$ cat config.mk
export PLATFORM = sky130hd
export DESIGN_NAME = i2s_mstr_tx_flat
export DESIGN_NICKNAME = d
export VERILOG_FILES = /design/src/rtl/i2s_mstr_tx_if.sv /design/src/rtl/i2s_mstr_tx.sv /design/src/flat_wrapper.sv
export SDC_FILE = /design/constraint.sdc
export NUM_CORES = 1
export LEC_CHECK = 0
export BUFFER_PORTS_ARGS = -buffer_cell sky130_fd_sc_hd__buf_4
export CELL_PAD_IN_SITES_DETAIL_PLACEMENT = 0
export CELL_PAD_IN_SITES_GLOBAL_PLACEMENT = 1
export CORE_AREA = 2 2 156 158
export DETAILED_ROUTE_END_ITERATION = 8
export DIE_AREA = 0 0 158 160
export PLACE_DENSITY = 0.7
export SLEW_MARGIN = 20
export SYNTH_ARGS = -nofsm -noshare
export SYNTH_HDL_FRONTEND = slang
export SYNTH_SLANG_ARGS = --single-unit
$ cat constraint.sdc
create_clock -name clk -period 5 [get_ports clk]
set_clock_uncertainty 0.1 [all_clocks]
set_input_delay 0.75 -clock clk [delete_from_list [all_inputs] [get_ports clk]]
set_output_delay 0.75 -clock clk [all_outputs]
set_load 0.1 [all_outputs]
$ cat src/rtl/i2s_mstr_tx_if.sv
// Sample-side handshake and I2S pin bundle for i2s_mstr_tx.
// master = transmitter side, slave = sample source / bus observer side.
interface i2s_mstr_tx_if #(
  parameter int DATA_W = 24
);
  logic              en;
  logic [DATA_W-1:0] lft_smpl;
  logic [DATA_W-1:0] rght_smpl;
  logic              smpl_vld;
  logic              smpl_rdy;
  logic              I2S_sclk;
  logic              I2S_ws;
  logic              I2S_data;
  logic              frm_strt;
  logic              underrun;

  modport master (
    input  en, lft_smpl, rght_smpl, smpl_vld,
    output smpl_rdy, I2S_sclk, I2S_ws, I2S_data, frm_strt, underrun
  );

  modport slave (
    output en, lft_smpl, rght_smpl, smpl_vld,
    input  smpl_rdy, I2S_sclk, I2S_ws, I2S_data, frm_strt, underrun
  );
endinterface

$ cat src/rtl/i2s_mstr_tx.sv
// I2S master transmitter: divides clk into sclk/ws and serializes a one-entry buffered sample pair.
// Define I2S_TX_UNDERRUN_MUTE_EN to send silence on underrun instead of repeating the last pair.
module i2s_mstr_tx #(
  parameter int SCLK_DIV = 16,
  parameter int DATA_W   = 24,
  parameter int SLOT_W   = 32
) (
  input  logic          clk,
  input  logic          rst,
  i2s_mstr_tx_if.master bus
);
  localparam int DIV_W = (SCLK_DIV > 1) ? $clog2(SCLK_DIV) : 1;
  localparam int CNT_W = $clog2(2 * SLOT_W);
  localparam logic [DIV_W-1:0] DIV_TC   = DIV_W'(SCLK_DIV - 1);
  localparam logic [CNT_W-1:0] LAST_BIT = CNT_W'(2 * SLOT_W - 1);
  localparam logic [CNT_W-1:0] IDLE_BIT = CNT_W'(2 * SLOT_W - 2);
  localparam logic [CNT_W-1:0] WS_BEG   = CNT_W'(SLOT_W - 1);

  typedef enum logic [1:0] {IDLE, RUN, STOP} state_t;

  state_t            state_q, state_d;
  logic [DIV_W-1:0]  div_q, div_d;
  logic [CNT_W-1:0]  bit_cnt_q, bit_cnt_d, bit_nxt;
  logic              sclk_q, sclk_d, ws_q, ws_d, data_q, data_d;
  logic [DATA_W-1:0] sh_l_q, sh_l_d, sh_r_q, sh_r_d;
  logic [DATA_W-1:0] last_l_q, last_l_d, last_r_q, last_r_d;
  logic [DATA_W-1:0] hold_l_q, hold_l_d, hold_r_q, hold_r_d;
  logic              hold_full_q, hold_full_d;
  logic              frm_strt_q, frm_strt_d, underrun_q, underrun_d;
  logic              fall_evt, advance, hold_clr, accept;

  always_ff @(posedge clk or posedge rst) begin
    if (rst) begin
      state_q     <= IDLE;
      div_q       <= '0;
      bit_cnt_q   <= IDLE_BIT;
      sclk_q      <= 1'b0;
      ws_q        <= 1'b1;
      data_q      <= 1'b0;
      sh_l_q      <= '0;
      sh_r_q      <= '0;
      last_l_q    <= '0;
      last_r_q    <= '0;
      hold_l_q    <= '0;
      hold_r_q    <= '0;
      hold_full_q <= 1'b0;
      frm_strt_q  <= 1'b0;
      underrun_q  <= 1'b0;
    end else begin
      state_q     <= state_d;
      div_q       <= div_d;
      bit_cnt_q   <= bit_cnt_d;
      sclk_q      <= sclk_d;
      ws_q        <= ws_d;
      data_q      <= data_d;
      sh_l_q      <= sh_l_d;
      sh_r_q      <= sh_r_d;
      last_l_q    <= last_l_d;
      last_r_q    <= last_r_d;
      hold_l_q    <= hold_l_d;
      hold_r_q    <= hold_r_d;
      hold_full_q <= hold_full_d;
      frm_strt_q  <= frm_strt_d;
      underrun_q  <= underrun_d;
    end
  end

  always_comb begin
    state_d     = state_q;
    div_d       = div_q;
    bit_cnt_d   = bit_cnt_q;
    sclk_d      = sclk_q;
    ws_d        = ws_q;
    data_d      = data_q;
    sh_l_d      = sh_l_q;
    sh_r_d      = sh_r_q;
    last_l_d    = last_l_q;
    last_r_d    = last_r_q;
    hold_l_d    = hold_l_q;
    hold_r_d    = hold_r_q;
    hold_full_d = hold_full_q;
    frm_strt_d  = 1'b0;
    underrun_d  = 1'b0;
    fall_evt    = 1'b0;
    advance     = 1'b0;
    hold_clr    = 1'b0;
    accept      = bus.smpl_vld & ~hold_full_q;
    bit_nxt     = (bit_cnt_q == LAST_BIT) ? '0 : bit_cnt_q + CNT_W'(1);

    case (state_q)
      IDLE: begin
        div_d  = '0;
        sclk_d = 1'b0;
        if (bus.en) state_d = RUN;
      end
      default: begin
        if (div_q == DIV_TC) begin
          div_d    = '0;
          sclk_d   = ~sclk_q;
          fall_evt = sclk_q;
        end else begin
          div_d = div_q + DIV_W'(1);
        end
        if (state_q == RUN && !bus.en) state_d = STOP;
        else if (state_q == STOP && bus.en) state_d = RUN;
        // A stopping transmitter parks only at the frame boundary, never mid-frame.
        if (fall_evt) begin
          if (state_q == STOP && !bus.en && bit_cnt_q == LAST_BIT) begin
            state_d   = IDLE;
            ws_d      = 1'b1;
            data_d    = 1'b0;
            bit_cnt_d = IDLE_BIT;
          end else begin
            advance = 1'b1;
          end
        end
      end
    endcase

    if (advance) begin
      bit_cnt_d = bit_nxt;
      ws_d      = (bit_nxt >= WS_BEG) && (bit_nxt != LAST_BIT);
      if (bit_nxt == '0) begin
        frm_strt_d = 1'b1;
        if (hold_full_q) begin
          sh_l_d   = hold_l_q;
          sh_r_d   = hold_r_q;
          last_l_d = hold_l_q;
          last_r_d = hold_r_q;
          hold_clr = 1'b1;
        end else begin
          underrun_d = 1'b1;
`ifdef I2S_TX_UNDERRUN_MUTE_EN
          sh_l_d   = '0;
          sh_r_d   = '0;
          last_l_d = '0;
          last_r_d = '0;
`else
          sh_l_d = last_l_q;
          sh_r_d = last_r_q;
`endif
        end
      end else begin
        if (int'(bit_nxt) < DATA_W) sh_l_d = sh_l_q << 1;
        if (int'(bit_nxt) > SLOT_W && int'(bit_nxt) < SLOT_W + DATA_W) sh_r_d = sh_r_q << 1;
      end
      if (int'(bit_nxt) < DATA_W) data_d = sh_l_d[DATA_W-1];
      else if (int'(bit_nxt) >= SLOT_W && int'(bit_nxt) < SLOT_W + DATA_W) data_d = sh_r_d[DATA_W-1];
      else data_d = 1'b0;
    end

    // A pair accepted on the load cycle is kept for the following frame.
    if (accept) begin
      hold_full_d = 1'b1;
      hold_l_d    = bus.lft_smpl;
      hold_r_d    = bus.rght_smpl;
    end else if (hold_clr) begin
      hold_full_d = 1'b0;
    end
  end

  assign bus.smpl_rdy = ~hold_full_q;
  assign bus.I2S_sclk = sclk_q;
  assign bus.I2S_ws   = ws_q;
  assign bus.I2S_data = data_q;
  assign bus.frm_strt = frm_strt_q;
  assign bus.underrun = underrun_q;
endmodule

$ cat src/flat_wrapper.sv
// flat-port wrapper written by rule: the top's interface ports become plain ports
module i2s_mstr_tx_flat 
#(
  parameter int SCLK_DIV = 16,
  parameter int DATA_W   = 24,
  parameter int SLOT_W   = 32
)
  (clk, rst, bus_en, bus_lft_smpl, bus_rght_smpl, bus_smpl_vld, bus_smpl_rdy, bus_I2S_sclk, bus_I2S_ws, bus_I2S_data, bus_frm_strt, bus_underrun);
  i2s_mstr_tx_if #(.DATA_W(DATA_W)) bus_i ();
  input  logic clk;
  input  logic rst;
  input wire logic [$bits(bus_i.en)-1:0] bus_en;
  input wire logic [$bits(bus_i.lft_smpl)-1:0] bus_lft_smpl;
  input wire logic [$bits(bus_i.rght_smpl)-1:0] bus_rght_smpl;
  input wire logic [$bits(bus_i.smpl_vld)-1:0] bus_smpl_vld;
  output wire logic [$bits(bus_i.smpl_rdy)-1:0] bus_smpl_rdy;
  output wire logic [$bits(bus_i.I2S_sclk)-1:0] bus_I2S_sclk;
  output wire logic [$bits(bus_i.I2S_ws)-1:0] bus_I2S_ws;
  output wire logic [$bits(bus_i.I2S_data)-1:0] bus_I2S_data;
  output wire logic [$bits(bus_i.frm_strt)-1:0] bus_frm_strt;
  output wire logic [$bits(bus_i.underrun)-1:0] bus_underrun;
  assign bus_i.en = bus_en;
  assign bus_i.lft_smpl = bus_lft_smpl;
  assign bus_i.rght_smpl = bus_rght_smpl;
  assign bus_i.smpl_vld = bus_smpl_vld;
  assign bus_smpl_rdy = bus_i.smpl_rdy;
  assign bus_I2S_sclk = bus_i.I2S_sclk;
  assign bus_I2S_ws = bus_i.I2S_ws;
  assign bus_I2S_data = bus_i.I2S_data;
  assign bus_frm_strt = bus_i.frm_strt;
  assign bus_underrun = bus_i.underrun;
  i2s_mstr_tx #(.SCLK_DIV(SCLK_DIV), .DATA_W(DATA_W), .SLOT_W(SLOT_W)) u_core (.clk(clk), .rst(rst), .bus(bus_i));
endmodule
[Word-level counts from Yosys, hierarchy flattened]
Cells that the tools add are included.
Cells by class
  mux-type cells: 46
  $lt $le $gt $ge: 5
  reduce and logical (&&, ||, !) cells: 20
  equality and inequality tests: 7
  $add $sub $neg: 2
  bitwise logic cells: 3
Operators with widths (number)
  24-bit 2-to-1 mux: 6
  6-bit 2-to-1 mux: 5
  1-bit 2-to-1 mux: 27
  2-bit 2-to-1 mux: 6
  2-bit nonzero test: 6
  4-bit 2-to-1 mux: 2
  1-bit logical AND: 7
  6-bit by 1-bit adder with 6-bit output, second input constant: 1
  6-bit equality test, second input constant: 1
  6-bit by 5-bit >= comparator with 1-bit output, second input constant: 1
  6-bit >= comparator, second input constant: 1
  6-bit > comparator, second input constant: 1
  6-bit logical NOT: 1
  6-bit by 5-bit < comparator with 1-bit output, second input constant: 1
  6-bit < comparator, second input constant: 1
  6-bit inequality test, second input constant: 1
  2-bit AND reduction: 3
  4-bit by 1-bit adder with 4-bit output, second input constant: 1
  4-bit equality test, second input constant: 1
  3-bit AND reduction: 1
  2-bit by 1-bit equality test with 1-bit output, second input constant: 1
  2-bit equality test, second input constant: 1
  2-bit logical NOT: 1
  2-bit by 1-bit inequality test with 1-bit output, second input constant: 1
  4 further kinds: 5
Storage, ports and cells
  output and inout bits: 6
  input port bits: 52
  bits in registers: 162
  logic and storage cells: 100

[Logic depth before layout (Yosys ltp)]
  depth after elaboration: 9
  depth in mapped cells: 10

[Least setup slack after synthesis]
No wires, ideal clock.
  path type: reg2reg
  start point: register u_core.sclk_q, in the netlist u_core.bus.I2S_sclk
  end point: register u_core.last_l_q[10]
  stages on the path, launching flop included: 7
  clock period less this slack: 2.343 ns
  arrival: 2.118 ns
  setup time: 0.125 ns
  required time: 4.775 ns
  path buffers: 2
  path slack: 2.657 ns
  path through: dfrtp_1 -> nand3b_4 -> buf_6 -> nor3_2 -> nand2_2 -> buf_6 -> mux2_4
Between the ends
  word-level cells in the longest chain between the ends: 5
Ends and longest elaborated chain
  start: declaration: line i2s_mstr_tx.sv:24  | logic sclk_q, sclk_d, ws_q, ws_d, data_q, data_d;
  start signal: assignment: line i2s_mstr_tx.sv:53  | sclk_q <= sclk_d;
  1-bit 2-to-1 mux: line i2s_mstr_tx.sv:97  | if (div_q == DIV_TC) begin
  1-bit 2-to-1 mux: line i2s_mstr_tx.sv:90  | case (state_q)
  1-bit 2-to-1 mux: line i2s_mstr_tx.sv:107  | if (fall_evt) begin
  1-bit 2-to-1 mux: line i2s_mstr_tx.sv:90
  2-bit AND reduction (no line)
  end signal: assignment: line i2s_mstr_tx.sv:58  | last_l_q <= last_l_d;
  end: declaration: line i2s_mstr_tx.sv:26  | logic [DATA_W-1:0] last_l_q, last_l_d, last_r_q, last_r_d;
No other way between the ends. The select of a mux whose other input is x is not followed.
A chain may end at the register's enable or synchronous reset.

[Worst setup path in the final report]
  start point: register u_core.bit_cnt_q[0]
  end point: register u_core.sh_l_q[16]
Between the ends
  word-level cells in the longest chain between the ends: 6
  elaborated cells between the ends (all ways): 12
  classes of those cells: add/sub (1); order compare (1); eq/ne (1); mux (5); reduce/logical (4)
Ends and longest elaborated chain
  start: declaration: line i2s_mstr_tx.sv:23  | logic [CNT_W-1:0] bit_cnt_q, bit_cnt_d, bit_nxt;
  start signal: assignment: line i2s_mstr_tx.sv:52  | bit_cnt_q <= bit_cnt_d;
  parallel branches: the longest is 6 deep, another holds 6-bit by 1-bit adder with 6-bit output
  end signal: assignment: line i2s_mstr_tx.sv:56  | sh_l_q <= sh_l_d;
  end: declaration: line i2s_mstr_tx.sv:25  | logic [DATA_W-1:0] sh_l_q, sh_l_d, sh_r_q, sh_r_d;
Several ways; the timed one is not identified.

==> flow_metrics.tcl <==
set metrics [dict create \
    clock-root-buffer "clkbuf_16" \
    final-setup-viol-count 0 \
    min_from "u_core.div_q[3]" \
    clock_sinks 162 \
    power_switching_mw 1.30 \
    place.gp.congestion 0.761 \
    nets 776 \
    holdPathEnd "u_core.div_q[3]" \
    syn2layout_area_growth_pct 15.3 \
    post_dp_cell_area_sq_um 8750 \
    antenna_left 0 \
    grt_pass1_wl_mm 30.0 \
    avgSynthCellArea_sq_um 11.7 \
    grt_pass1_vias 5676 \
    swShare_pct 32.6 \
    grt_max_degree 163 \
    rsz0062_at_grt "false" \
    antennaDiodeCount 0 \
    min_path_type "flop to flop" \
    synth_top_cell_by_area "dfrtp_1" \
    ys_ff_latch 162 \
    numCtsBuffers 17 \
    post_cts_resized 0 \
    remaining_drc_errors 0 \
    die-area_sq_um 25300 \
    coreArea_sq_um 23800 \
    setup_slack_ns 1.30 \
    drt-vias-per-instance 5.21 \
    cts_buffer_depth 2 \
    cp-startpoint "u_core.bit_cnt_q[0]" \
    cp_max_fo 25 \
    cts_setup_buffers 0 \
    synth_area_leaders "dfrtp_1, mux2_2, mux2_4" \
    wire_per_inst_um 16.6 \
    start_util_pct 34.1 \
    fmax_ghz 0.270 \
    slew-limit-headroom_pct 35.5 \
    io_pins 58 \
    cts_htree_levels 4 \
    place_hpwl_mm 10.6 \
    totalWireLength_mm 17.6 \
    ff2ff_path_depth 6 \
    clk_latency_ns 0.43 \
    fp.dieH_um 160 \
    synth_common_cells "dfrtp_1, mux2_2, a21oi_1" \
    rrSetupSlack_ns 1.30 \
    yosysSeqAreaShare_pct 50.0 \
    syn-cell-area_sq_um 8120 \
    whs_path_depth 1 \
    power_leakage_nw 4.25 \
    internal-power_mw 2.68 \
    cp-start-kind "flop" \
    final.min_clock_period_ns 3.70 \
    synth_ff_type "dfrtp_1" \
    drive_above_1_share_pct 35.1 \
    r2r_end "u_core.sh_l_q[16]" \
    outcome "completed" \
    clk_pin_slew_worst_paths_ns 0.07 \
    synth_top_area_share_pct 48.1 \
    grt_overflow 0 \
    vdd_ir_drop_max_uv 315 \
    post-route-cell-area_sq_um 9370 \
    finalCritPeriodShare_pct 74.0 \
    r2r_start "u_core.bit_cnt_q[0]" \
    crit_arrival_ns 3.86 \
    yosysMostFrequentCell "dfrtp_1" \
    hold_violations 0 \
    grtUsageTotal_pct 14.7 \
    endpoint_kind "flop" \
    power_frac_comb_pct 23.6 \
    worstMarginPinSlew_ns 0.965 \
    io_buffers 57 \
    synthArstFlopShare_pct 100 \
    max_cap_viol_count 0 \
    firstDrtPassIters 4 \
    yosys_warnings 0 \
    synth-edff-count 0 \
    synthDistinctLibCells 61 \
    placementRows 57 \
    maxSlewViolCount 0 \
    via_count 5512 \
    clock_power_share_pct 34.6 \
    powerDensity_nw_per_um2 425 \
    drtIter0Drc 512 \
    holdBufCountCts 0 \
    antenna_found_initial 0 \
    power_frac_seq_pct 41.8 \
    preCtsSetupSlack_ns 1.29 \
    nFillCells 2367 \
    synthCells 694 \
    fp.dieW_um 158 \
    cts_tree "yes" \
    setup_tns_ns 0 \
    required_ns 5.16 \
    synth_nets 749 \
    criticalPathCategory "flop to flop" \
]
[cell families after synthesis]
family                     Yosys count  synth area share [%]
adders and majority gates            3                 0.462
and+or+nand+nor                    155                  10.3
xor gates and xnor gates             4                 0.431
DFF                                162                  50.0
AOI/OAI and AO/OA                  163                  13.7
buffers and inverters               69                  4.58
muxes                              138                  20.5
[registers in the layout, summed over array words and instances, names as in the netlist]
name                 count
u_core.bit_cnt_q         6
u_core.sh_r_q           24
u_core.last_r_q         24
u_core.bus.I2S_sclk      1
u_core.hold_full_q       1
u_core.hold_l_q         24
u_core.bus.I2S_data      1
u_core.div_q             4
u_core.bus.underrun      1
u_core.bus.frm_strt      1
u_core.hold_r_q         24
u_core.bus.I2S_ws        1
u_core.sh_l_q           24
u_core.last_l_q         24
u_core.state_q           2
[how the worst max path moves through the flow]
stage                                endpoint  slack [ns]  cells after the start
final                       u_core.sh_l_q[16]        1.30                      6
after global routing        u_core.sh_l_q[15]        0.99                      6
after CTS                   u_core.sh_l_q[15]        1.30                      6
after detailed placement     u_core.sh_l_q[4]        1.29                      6
after global placement       u_core.sh_l_q[3]        1.34                      6
after floorplan           u_core.bit_cnt_q[0]        2.10                      1
[routing by layer]
layer	part of all wire [%]	vias to the layer above	wire, um	global-route usage [%]
li1	-	2608	-	-
met4	1.2	0	210	4.38
met1	50	2807	8820	21.4
met5	0	-	0	0
met3	2.6	18	461	2.88
met2	46	79	8090	22.2
[stage by stage]
step | power (mW) | util [%] | std cells | hold WS (ns)
after global placement | 2.61 | 36.7 | 1026 | 0.377
final | 3.98 | 39.3 | 1058 | 0.393
after CTS | 4.01 | 39.3 | 1058 | 0.394
after floorplan | 2.42 | - | 694 | 0.352
after global routing | 4.19 | 39.3 | 1058 | 0.420
after detailed placement | 2.62 | 36.7 | 1026 | 0.377
[cells in the final DEF (no fill, tap or decap), types with 3 or more instances in the layout]
cell type    n
dfrtp_1    155
mux2_2      73
buf_4       69
a21oi_1     59
nand2_1     57
mux2_4      39
o21ai_0     29
a31oi_1     26
mux2i_1     26
nand4_1     25
nor4_1      23
o211ai_2    20
nor2_1      18
clkbuf_16   17
dfstp_2      6
inv_1        5
and2_1       5
clkinv_4     5
bufinv_16    4
nand2b_1     3
a211oi_1     3
o211ai_1     3
ha_1         3
clkinv_2     3
[worst max-delay path, cell delays in order, from the launching register on]
cell      delay (ns)
dfrtp_1         0.53
ha_1            0.43
and4_4          0.29
and4_1          0.39
a211oi_4        0.83
and2_1          0.76
a31oi_1         0.17
[area by class of cell]
| type | instances | area [sq um] | share of cell area, % |
|---|---|---|---|
| multi-input cells | 463 | 3700 | 39.5 |
| well taps | 324 | 405 | 4.33 |
| clock inverters | 13 | 186 | 1.99 |
| inverters | 6 | 26.3 | 0.280 |
| flip-flops and latches | 162 | 4060 | 43.4 |
| repair buffers | 71 | 558 | 5.96 |
| clock buffers | 19 | 433 | 4.62 |
[power by group through the flow]
stage               registers (mW)  clock network (mW)  logic, mW
global placement              1.68                   0      0.930
global route                  1.69                1.47       1.03
detailed placement            1.68                   0      0.935
floorplan                     1.69                   0      0.728
finish                        1.66                1.38      0.938
CTS                           1.66                1.41      0.940
Note: power is estimated with default switching activity, not from simulation.
